**config.mk**
```make
export PLATFORM = sky130hd
export DESIGN_NAME = gtp_init_sequencer
export DESIGN_NICKNAME = d
export VERILOG_FILES = /design/src/rtl/gtp_init_sequencer_pkg.sv /design/src/rtl/gtp_init_sync.sv /design/src/rtl/gtp_init_sequencer.sv
export SDC_FILE = /design/constraint.sdc
export NUM_CORES = 1
export LEC_CHECK = 0
export CAP_MARGIN = 15
export CORE_MARGIN = 3
export CORE_UTILIZATION = 51
export CTS_BUF_LIST = sky130_fd_sc_hd__clkbuf_8
export DETAILED_ROUTE_END_ITERATION = 10
export GPL_TIMING_DRIVEN = 1
export PLACE_DENSITY = 0.78
export SLEW_MARGIN = 30
export SYNTH_ARGS = -nofsm -noshare
export SYNTH_HDL_FRONTEND = slang
export SYNTH_HIERARCHICAL = 1
export SYNTH_SLANG_ARGS = --single-unit
```
**constraint.sdc**
```tcl
create_clock -name INIT_CLK -period 1.81 [get_ports INIT_CLK]
set_input_delay 0.181 -clock INIT_CLK [delete_from_list [all_inputs] [get_ports INIT_CLK]]
set_output_delay 0.181 -clock INIT_CLK [all_outputs]
set_load 0.01 [all_outputs]
```
**src/rtl/gtp_init_sequencer_pkg.sv**
```systemverilog
// rtl/gtp_init_sequencer_pkg.sv - shared constants and types for the GTP init sequencer
package gtp_init_sequencer_pkg;

    localparam int CNT_W = 16;

    localparam int DEF_RESET_CYCLES    = 16;
    localparam int DEF_LOCK_TIMEOUT    = 4096;
    localparam int DEF_SUBRESET_CYCLES = 4;
    localparam int DEF_DONE_TIMEOUT    = 4096;

    typedef logic [CNT_W-1:0] cnt_t;

    typedef enum logic [2:0] {
        ST_RESET_HOLD = 3'd0,
        ST_WAIT_LOCK  = 3'd1,
        ST_SUB_RESET  = 3'd2,
        ST_WAIT_DONE  = 3'd3,
        ST_READY      = 3'd4,
        ST_PWR_DOWN   = 3'd5
    } state_t;

    // Counter value seen in the last cycle of an N-cycle dwell (counter starts at 0).
    function automatic cnt_t last_count(input int cycles);
        return cnt_t'(cycles - 1);
    endfunction

endpackage

```
**src/rtl/gtp_init_sync.sv**
```systemverilog
// rtl/gtp_init_sync.sv - width-parameterized two-flop synchronizer
module gtp_init_sync #(
    parameter int WIDTH = 1
) (
    input  logic             clk,
    input  logic             rst,
    input  logic [WIDTH-1:0] d,
    output logic [WIDTH-1:0] q
);

    logic [WIDTH-1:0] meta;

    // Two register stages; both clear while the sequencer is held in reset.
    always_ff @(posedge clk) begin
        if (rst) begin
            meta <= '0;
            q    <= '0;
        end else begin
            meta <= d;
            q    <= meta;
        end
    end

endmodule

```
**src/rtl/gtp_init_sequencer.sv**
```systemverilog
// rtl/gtp_init_sequencer.sv - GTP reset/lock/powerdown bring-up sequencer
module gtp_init_sequencer
    import gtp_init_sequencer_pkg::*;
#(
    parameter int RESET_CYCLES    = DEF_RESET_CYCLES,
    parameter int LOCK_TIMEOUT    = DEF_LOCK_TIMEOUT,
    parameter int SUBRESET_CYCLES = DEF_SUBRESET_CYCLES,
    parameter int DONE_TIMEOUT    = DEF_DONE_TIMEOUT
) (
    input  logic       INIT_CLK,
    input  logic       RESET,
    input  logic       POWERDOWN,
    input  logic       PLLLKDET_IN,
    input  logic       RESETDONE_IN,
    input  logic       RXBUFERR_IN,
    input  logic       TXBUFERR_IN,
    output logic       GTPRESET_OUT,
    output logic       TXRESET_OUT,
    output logic       RXRESET_OUT,
    output logic       POWERDOWN_OUT,
    output logic       ENCOMMAALIGN_OUT,
    output logic       GT_READY_OUT,
    output logic [7:0] RETRY_COUNT_OUT,
    output logic [2:0] STATE_OUT
);

    localparam cnt_t RESET_LAST = last_count(RESET_CYCLES);
    localparam cnt_t LOCK_LAST  = last_count(LOCK_TIMEOUT);
    localparam cnt_t SUB_LAST   = last_count(SUBRESET_CYCLES);
    localparam cnt_t DONE_LAST  = last_count(DONE_TIMEOUT);

    logic [4:0] sync_d;
    logic [4:0] sync_q;
    logic       pd_s;
    logic       lock_s;
    logic       done_s;
    logic       rxerr_s;
    logic       txerr_s;

    state_t     state;
    state_t     state_next;
    cnt_t       cnt;
    logic [7:0] retry;
    logic       retry_inc;

    // POWERDOWN shares the synchronizer so every FSM input has the same 2-cycle latency.
    assign sync_d = {POWERDOWN, PLLLKDET_IN, RESETDONE_IN, RXBUFERR_IN, TXBUFERR_IN};

    gtp_init_sync #(
        .WIDTH(5)
    ) u_sync (
        .clk(INIT_CLK),
        .rst(RESET),
        .d  (sync_d),
        .q  (sync_q)
    );

    assign {pd_s, lock_s, done_s, rxerr_s, txerr_s} = sync_q;

    // State register, per-state dwell counter (cleared on any state change) and saturating retry count.
    always_ff @(posedge INIT_CLK) begin
        if (RESET) begin
            state <= ST_RESET_HOLD;
            cnt   <= '0;
            retry <= '0;
        end else begin
            state <= state_next;
            if (state_next != state) begin
                cnt <= '0;
            end else if (cnt != '1) begin
                cnt <= cnt + cnt_t'(1);
            end
            if (retry_inc && (retry != 8'hFF)) begin
                retry <= retry + 8'd1;
            end
        end
    end

    // Next-state decode: powerdown overrides everything, then per-state progress/timeouts.
    always_comb begin
        state_next = state;
        retry_inc  = 1'b0;
        if (pd_s) begin
            state_next = ST_PWR_DOWN;
        end else begin
            case (state)
                ST_RESET_HOLD: begin
                    if (cnt == RESET_LAST) state_next = ST_WAIT_LOCK;
                end
                ST_WAIT_LOCK: begin
                    if (lock_s) begin
                        state_next = ST_SUB_RESET;
                    end else if (cnt == LOCK_LAST) begin
                        state_next = ST_RESET_HOLD;
                        retry_inc  = 1'b1;
                    end
                end
                ST_SUB_RESET: begin
                    if (cnt == SUB_LAST) state_next = ST_WAIT_DONE;
                end
                ST_WAIT_DONE: begin
                    if (done_s) begin
                        state_next = ST_READY;
                    end else if (cnt == DONE_LAST) begin
                        state_next = ST_RESET_HOLD;
                        retry_inc  = 1'b1;
                    end
                end
                ST_READY: begin
                    // Lock loss needs a full reset, so it wins over a buffer error.
                    if (!lock_s) begin
                        state_next = ST_RESET_HOLD;
                    end else if (rxerr_s || txerr_s) begin
                        state_next = ST_SUB_RESET;
                    end
                end
                ST_PWR_DOWN: begin
                    state_next = ST_RESET_HOLD;
                end
                default: begin
                    state_next = ST_RESET_HOLD;
                end
            endcase
        end
    end

    // Output decode purely from the registered state.
    always_comb begin
        GTPRESET_OUT     = 1'b0;
        TXRESET_OUT      = 1'b0;
        RXRESET_OUT      = 1'b0;
        POWERDOWN_OUT    = 1'b0;
        ENCOMMAALIGN_OUT = 1'b0;
        GT_READY_OUT     = 1'b0;
        case (state)
            ST_RESET_HOLD: begin
                GTPRESET_OUT = 1'b1;
                TXRESET_OUT  = 1'b1;
                RXRESET_OUT  = 1'b1;
            end
            ST_WAIT_LOCK, ST_SUB_RESET: begin
                TXRESET_OUT = 1'b1;
                RXRESET_OUT = 1'b1;
            end
            ST_READY: begin
                ENCOMMAALIGN_OUT = 1'b1;
                GT_READY_OUT     = 1'b1;
            end
            ST_PWR_DOWN: begin
                GTPRESET_OUT  = 1'b1;
                TXRESET_OUT   = 1'b1;
                RXRESET_OUT   = 1'b1;
                POWERDOWN_OUT = 1'b1;
            end
            default: begin
                GTPRESET_OUT = 1'b0;
            end
        endcase
    end

    assign STATE_OUT       = state;
    assign RETRY_COUNT_OUT = retry;

endmodule

```
# Yosys cells after proc, flatten, opt, wreduce, memory -nomap -nowiden

Cells that the tools add are included.

Register bits: 37
Word-level logic and storage cells: 42

Add/sub/neg operators: 2
Equality and inequality tests: 11
Mux-type cells: 18
Reductions and logical operators: 6

Operators by type and width:

| cell                  | number |
|---|---|
| $mux 3                | 8 |
| $add 16x1->16 const B | 1 |
| $eq 16x12->1 const B  | 1 |
| $eq 16x2->1 const B   | 1 |
| $eq 16x4->1 const B   | 1 |
| $ne 16x16->1 const B  | 1 |
| $pmux 3 s5            | 1 |
| $add 8x1->8 const B   | 1 |
| $mux 1                | 8 |
| $ne 8x8->1 const B    | 1 |
| $eq 3x2->1 const B    | 2 |
| $eq 3x3->1 const B    | 2 |
| $reduce_or 2->1       | 2 |
| $reduce_or 4->1       | 1 |
| $eq 3x1->1 const B    | 1 |
| $logic_not 3->1       | 1 |
| $ne 3x3->1            | 1 |
| $pmux 1 s2            | 1 |
| $logic_and 1x1->1     | 1 |
| $logic_or 1x1->1      | 1 |

# Logic depth before layout (Yosys ltp)

Gate-level depths: netlist (run 1).

Depth after elaboration: 7
Depth in mapped cells: 8

# Modules after synthesis

The synthesis (run 1) kept the hierarchy.

By module, submodules not included:

| module             | instances | cells each | area an instance (sq um) |
|---|---|---|---|
| gtp_init_sequencer | 1         | 188        | 1560.2 |
| gtp_init_sync      | 1         | 20         | 262.8 |

# Worst setup path before layout (run 1)

No wires, ideal clock.

Kind: register -> register
From: register state[2] (netlist: STATE_OUT[2])
To: register retry[3] (netlist: RETRY_COUNT_OUT[3])
Setup time: 0.070 ns
Arrival time: 1.732 ns
Required time: 1.740 ns
Setup slack: 0.007 ns
Cell stages (with the launch flop): 8
Buffers on the path: 2
Period minus slack after synthesis: 1.803 ns
Cells stage by stage: dfxtp_1 buf_4 nor2b_4 nand3_1 or3b_1 clkbuf_2 or4_1 a21oi_1

Longest elaborated chain between the ends: 4
Elaborated cells between the ends (all ways): 5

RTL lines:

| element                                         | line                     | RTL |
|---|---|---|
| start, declared                                 | gtp_init_sequencer.sv:40 | `state_t state;` |
| start signal, assigned                          | gtp_init_sequencer.sv:67 | `state <= state_next;` |
| $eq 3x2->1 / $eq 3x1->1 (equally long branches) | gtp_init_sequencer.sv:86 | `case (state)` |
| $pmux 1 s2 *                                    | gtp_init_sequencer.sv:86 |  |
| $mux 1 *                                        | gtp_init_sequencer.sv:83 | `if (pd_s) begin` |
| $logic_and 1x1->1 *                             | gtp_init_sequencer.sv:73 | `if (retry_inc && (retry != 8'hFF)) begin` |
| end signal, assigned                            | gtp_init_sequencer.sv:74 | `retry <= retry + 8'd1;` |
| end, declared                                   | gtp_init_sequencer.sv:43 | `logic [7:0] retry;` |

Mark *: on every way between the ends. The rest lies on a longest branch, timed or not.
A chain may end at the register's enable or synchronous reset.

# Final worst setup path (run 1)

From: register u_sync.q[3]
To: register cnt[6]

Longest elaborated chain between the ends: 5
Elaborated cells between the ends (all ways): 6

RTL lines:

| element                     | line                                                | RTL |
|---|---|---|
| start, declared             | gtp_init_sync.sv:8                                  | `output logic [WIDTH-1:0] q` |
| start signal, assigned      | gtp_init_sync.sv:20                                 | `q <= meta;` |
| $mux 3 (on tied branches)   | gtp_init_sequencer.sv:111, gtp_init_sequencer.sv:91 |  |
| $pmux 3 s5 *                | gtp_init_sequencer.sv:86                            |  |
| $mux 3 *                    | gtp_init_sequencer.sv:83                            |  |
| $ne 3x3->1 *                | gtp_init_sequencer.sv:68                            | `if (state_next != state) begin` |
| $reduce_or 2->1 (no line) * | n/a                                                 |  |
| end signal, assigned        | gtp_init_sequencer.sv:71                            | `cnt <= cnt + cnt_t'(1);` |
| end, declared               | gtp_init_sequencer.sv:42                            | `cnt_t cnt;` |

Marks and branches as above.

==> metrics.md, run 1 <==
| Metric | Value |
|---|---|
| Top cells by count, synth | 37 x dfxtp_1, 22 x nor2_1, 15 x nor2b_1 |
| CP arrival | 2.03 ns |
| DP HPWL | 3050 um |
| EDFF count, synth | 0 |
| Final Hold Viols | 0 |
| Mapped Area | 1820 um^2 |
| Synth Area in Compound Gates | 0.155 |
| Violated checks | setup timing |
| Hold path cells | 2 |
| Worst r2r path cells | 5 |
| Top-count cell post-synth | dfxtp_1 |
| Clock Skew | 0.00594 ns |
| Core ar. | 3390 um^2 |
| Max_cap viols | 0 |
| Root buffer cell | clkbuf_8 |
| DRT iter0 DRCs | between 150 and 200 |
| Worst slew pin tran | 0.471 ns |
| Crit Reg-Reg Endpoint | cnt[6] |
| Post-synth ARST share | 0 |
| Area Growth Syn to Fin | 43.1% |
| Fraction of the mapped netlist area in adder cells | 0.0137 |
| Initial antenna violation count | 0 |
| Syn Area/Cell | 8.76 um^2 |
| Post-synth top area share | 0.406 |
| CP Data Required Time | 2.01 ns |
| Worst path buffer plus inverter count | 0 |
| Layout cell share with drive strength beyond 1 | 0.282 |
| Clk_lat worst skew | 0.29 ns |
| Global route overflow | 0 |
| Worst hold path class | input pin to flop |
| Pwr/cell area | between 600 and 700 nW/um^2 |
| Placed Area | roughly 2400 um^2 |
| Clock period minus worst slack | 1.83 ns |
| Max FO, Critical Path | 10 |
| Vias/cell | around 5.7 |
| Die area | 4330 um^2 |
| CP max stage delay | ~0.50 ns |
| Ant diodes | 0 |
| Post-synthesis register bit count | 37 |
| TritonRoute pass-1 iters | 5 |
| Max Freq | between 500 and 600 MHz |
| Crit-path slowest cell | or4b_1 |
| WHS Endpoint | u_sync/meta[1] |
| # IOs | 24 |
| Antenna-violating nets left | 0 |
| H-tree depth | 2 |
| Number of CTS-inserted buffers | 5 |
| CP startpoint | u_sync/q[3] |
| Mux cell area share after synthesis | 0.00549 |
| Crit-path cells | or4b_1 > o221ai_1 > and3_1 > o21ai_2 > nor3_1 |
| Period utilization | 1.01 |
| # DRC | 0 |
| Crit path max-delay family | simple AND/OR/NAND/NOR gates |
| Num rows | 21 |
| # port buffers | 23 |
| Crit end category | flop |
| Vias | around 1800 |
| Most used DFF post-synth | dfxtp_1 |
| Syn. warnings | 6 |
| CTS tree | built |
| Crit Path Class | flop to flop |
| Peak supply drop | around 620 uV |
| Starting Density | 0.538 |
| Vias in the first global route | 1721 |
| Sequential fraction of the synthesis area | 0.406 |
| Fin. max-slew vios | 0 |
| Reg-to-reg slack, setup | -0.02 ns |
| Post-Synth Simple-Gate Area | 0.346 |
| Largest net degree at the start of global routing | 22 |
| Global-route wire length before repair | 7540 um |
| Hold_buf cts | 0 |
| GPL Wtd Cong | around 0.84 |
| Unique cell type count in the Yosys netlist | 49 |
| Min-delay src | RXBUFERR_IN |
| Worst setup SP type | flop |
| Reg-to-reg startpoint | u_sync/q[3] |
| Synth Instances | 208 |
| WL/cell | between 10 and 15 um |
| CTS Sinks | 37 |
| Gr usage total | 0.226 |
| Area leader, netlist | dfxtp_1 |
| Synth top area cells | dfxtp_1 41%, nor2b_1 5.1%, nor2_1 4.5%, a21oi_1 3.8%, o31ai_1 2.5% |
| Worst Slack Setup Final | -0.0207 ns |
| Syn Nets | 217 |
| Final #Nets | 285 |
| Clk slew on worst S/H paths | 0.08 ns |
| Lkg Pwr | between 1 and 1.5 nW |
| Critical path depth | 5 |
| RSZ-0062 raised after global routing | true |
| Longest Clk Path Bufs | 2 |
| Chip height | 65.8 um |
| Largest family of logic cells by synthesized area | simple AND/OR/NAND/NOR gates |
| Total negative slack | -0.0207 ns |
| DRT Wirelength | 4710 um |
| Die width | 65.8 um |
| Setup violations, final | 1 |
| Xor-xnor portion of the synthesized cell area | 0.0384 |
| Post-Layout Inst Area | approximately 2600 um^2 |
| Rel. slew slack | 0.686 |
| Status | finished, violations left |
==> state kept, by name (all words and copies together) (netlist names) <==
name             flops
RETRY_COUNT_OUT      8
STATE_OUT            3
cnt                 16
u_sync/meta          5
u_sync/q             5
==> timing repair <==
action / CTS / global route
setup buffers: 1 / 3
setup endpoints to repair: 29 / 23
gates resized for setup: 12 / 11
gates cloned: 0 / 2
pin swaps: 1 / 4
==> how the worst max path moves through the flow <==
stage                     slack, ns                 end
after floorplan               0.007  RETRY_COUNT_OUT[3]
after global placement        -0.03             cnt[10]
after detailed placement      -0.09  RETRY_COUNT_OUT[7]
after CTS                      0.01  RETRY_COUNT_OUT[6]
after global routing          -0.09  RETRY_COUNT_OUT[6]
final                         -0.02              cnt[6]
==> layout by cell type (no fill, tap or decap), types with 3 or more instances in the layout <==
cell type        synthesis  routed
nor3_1                   3       3
nand2_1                 10      10
nand4_1                  7       7
dlygate4sd2_1            0       5
dfxtp_2                  0       5
o31ai_1                  6       6
buf_4                    3      47
and2_1                   4       4
and3_1                   4       4
nand3_1                  6       5
nor2_1                  22      22
clkdlybuf4s50_1          0      17
a31oi_1                  4       4
nor4_1                   4       4
or4_1                    6       6
nand2b_1                 4       3
nor2b_1                 15      13
dfxtp_1                 37      32
a21oi_1                 14      14
xor2_1                   3       3
xnor2_1                  5       5
a211oi_1                 4       3
and4_1                   5       5
clkbuf_8                 0       5
o21ai_0                  4       4
==> metal layers <==
metal | up-vias | wire length (um) | track usage
met1 | 846 | 2030 | 0.278
met4 | 0 | 104 | 0.0855
met2 | 64 | 2320 | 0.375
met5 | - | 0 | 0
li1 | 910 | - | -
met3 | 12 | 261 | 0.0578
==> per-stage QoR <==
step           hold slack, ns  setup slack (ns)  power, W  utilization  cells
2_1_floorplan           0.253           0.00735  0.000937            -    208
3_3_place_gp            0.416           -0.0299  0.000996        0.701    309
3_5_place_dp            0.430           -0.0889   0.00100        0.701    309
4_1_cts                 0.424            0.0127   0.00171        0.743    318
5_1_grt                 0.436           -0.0889   0.00178        0.770    323
6_report                0.430           -0.0207   0.00172        0.770    323
==> area by class of cell <==
class / count / area [um^2]
multi-input combinational: 160 / 1100
fill: 232 / 781
sequential: 37 / 747
timing repair buffer: 70 / 579
clock buffer: 5 / 68.8
tap: 46 / 57.6
clock inverter: 3 / 46.3
inverter: 2 / 7.51
==> power breakdown <==
part	leakage [nW]	total [W]	internal [W]	switching (W)
combinational	0.669	0.000152	0.0000782	0.0000737
sequential	0.303	0.000849	0.000834	0.0000151
clock	0.0543	0.000720	0.000412	0.000308
total	1.03	0.00172	0.00132	0.000397
==> logic make-up (layout without fill, tap and decap cells) <==
family,after synthesis,count (layout)
flip-flops,37,37
AND/OR/NAND/NOR,104,106
AO/OA/AOI/OAI,43,43
XOR/XNOR,8,8
adder cells (fa/ha/maj),2,2
multiplexers,1,1
buffers and inverters,13,80
Power figures use the tool's default switching activity.
==> inputs of run 2 (changes only) <==
--- a/config.mk
+++ b/config.mk
@@ -10,7 +10,6 @@
 export CORE_UTILIZATION = 51
 export CTS_BUF_LIST = sky130_fd_sc_hd__clkbuf_8
 export DETAILED_ROUTE_END_ITERATION = 10
-export GPL_TIMING_DRIVEN = 1
 export PLACE_DENSITY = 0.78
 export SLEW_MARGIN = 30
 export SYNTH_ARGS = -nofsm -noshare
==> results of run 2 <==
No change in the layout: final DEF, timing and power equal those of run 1.
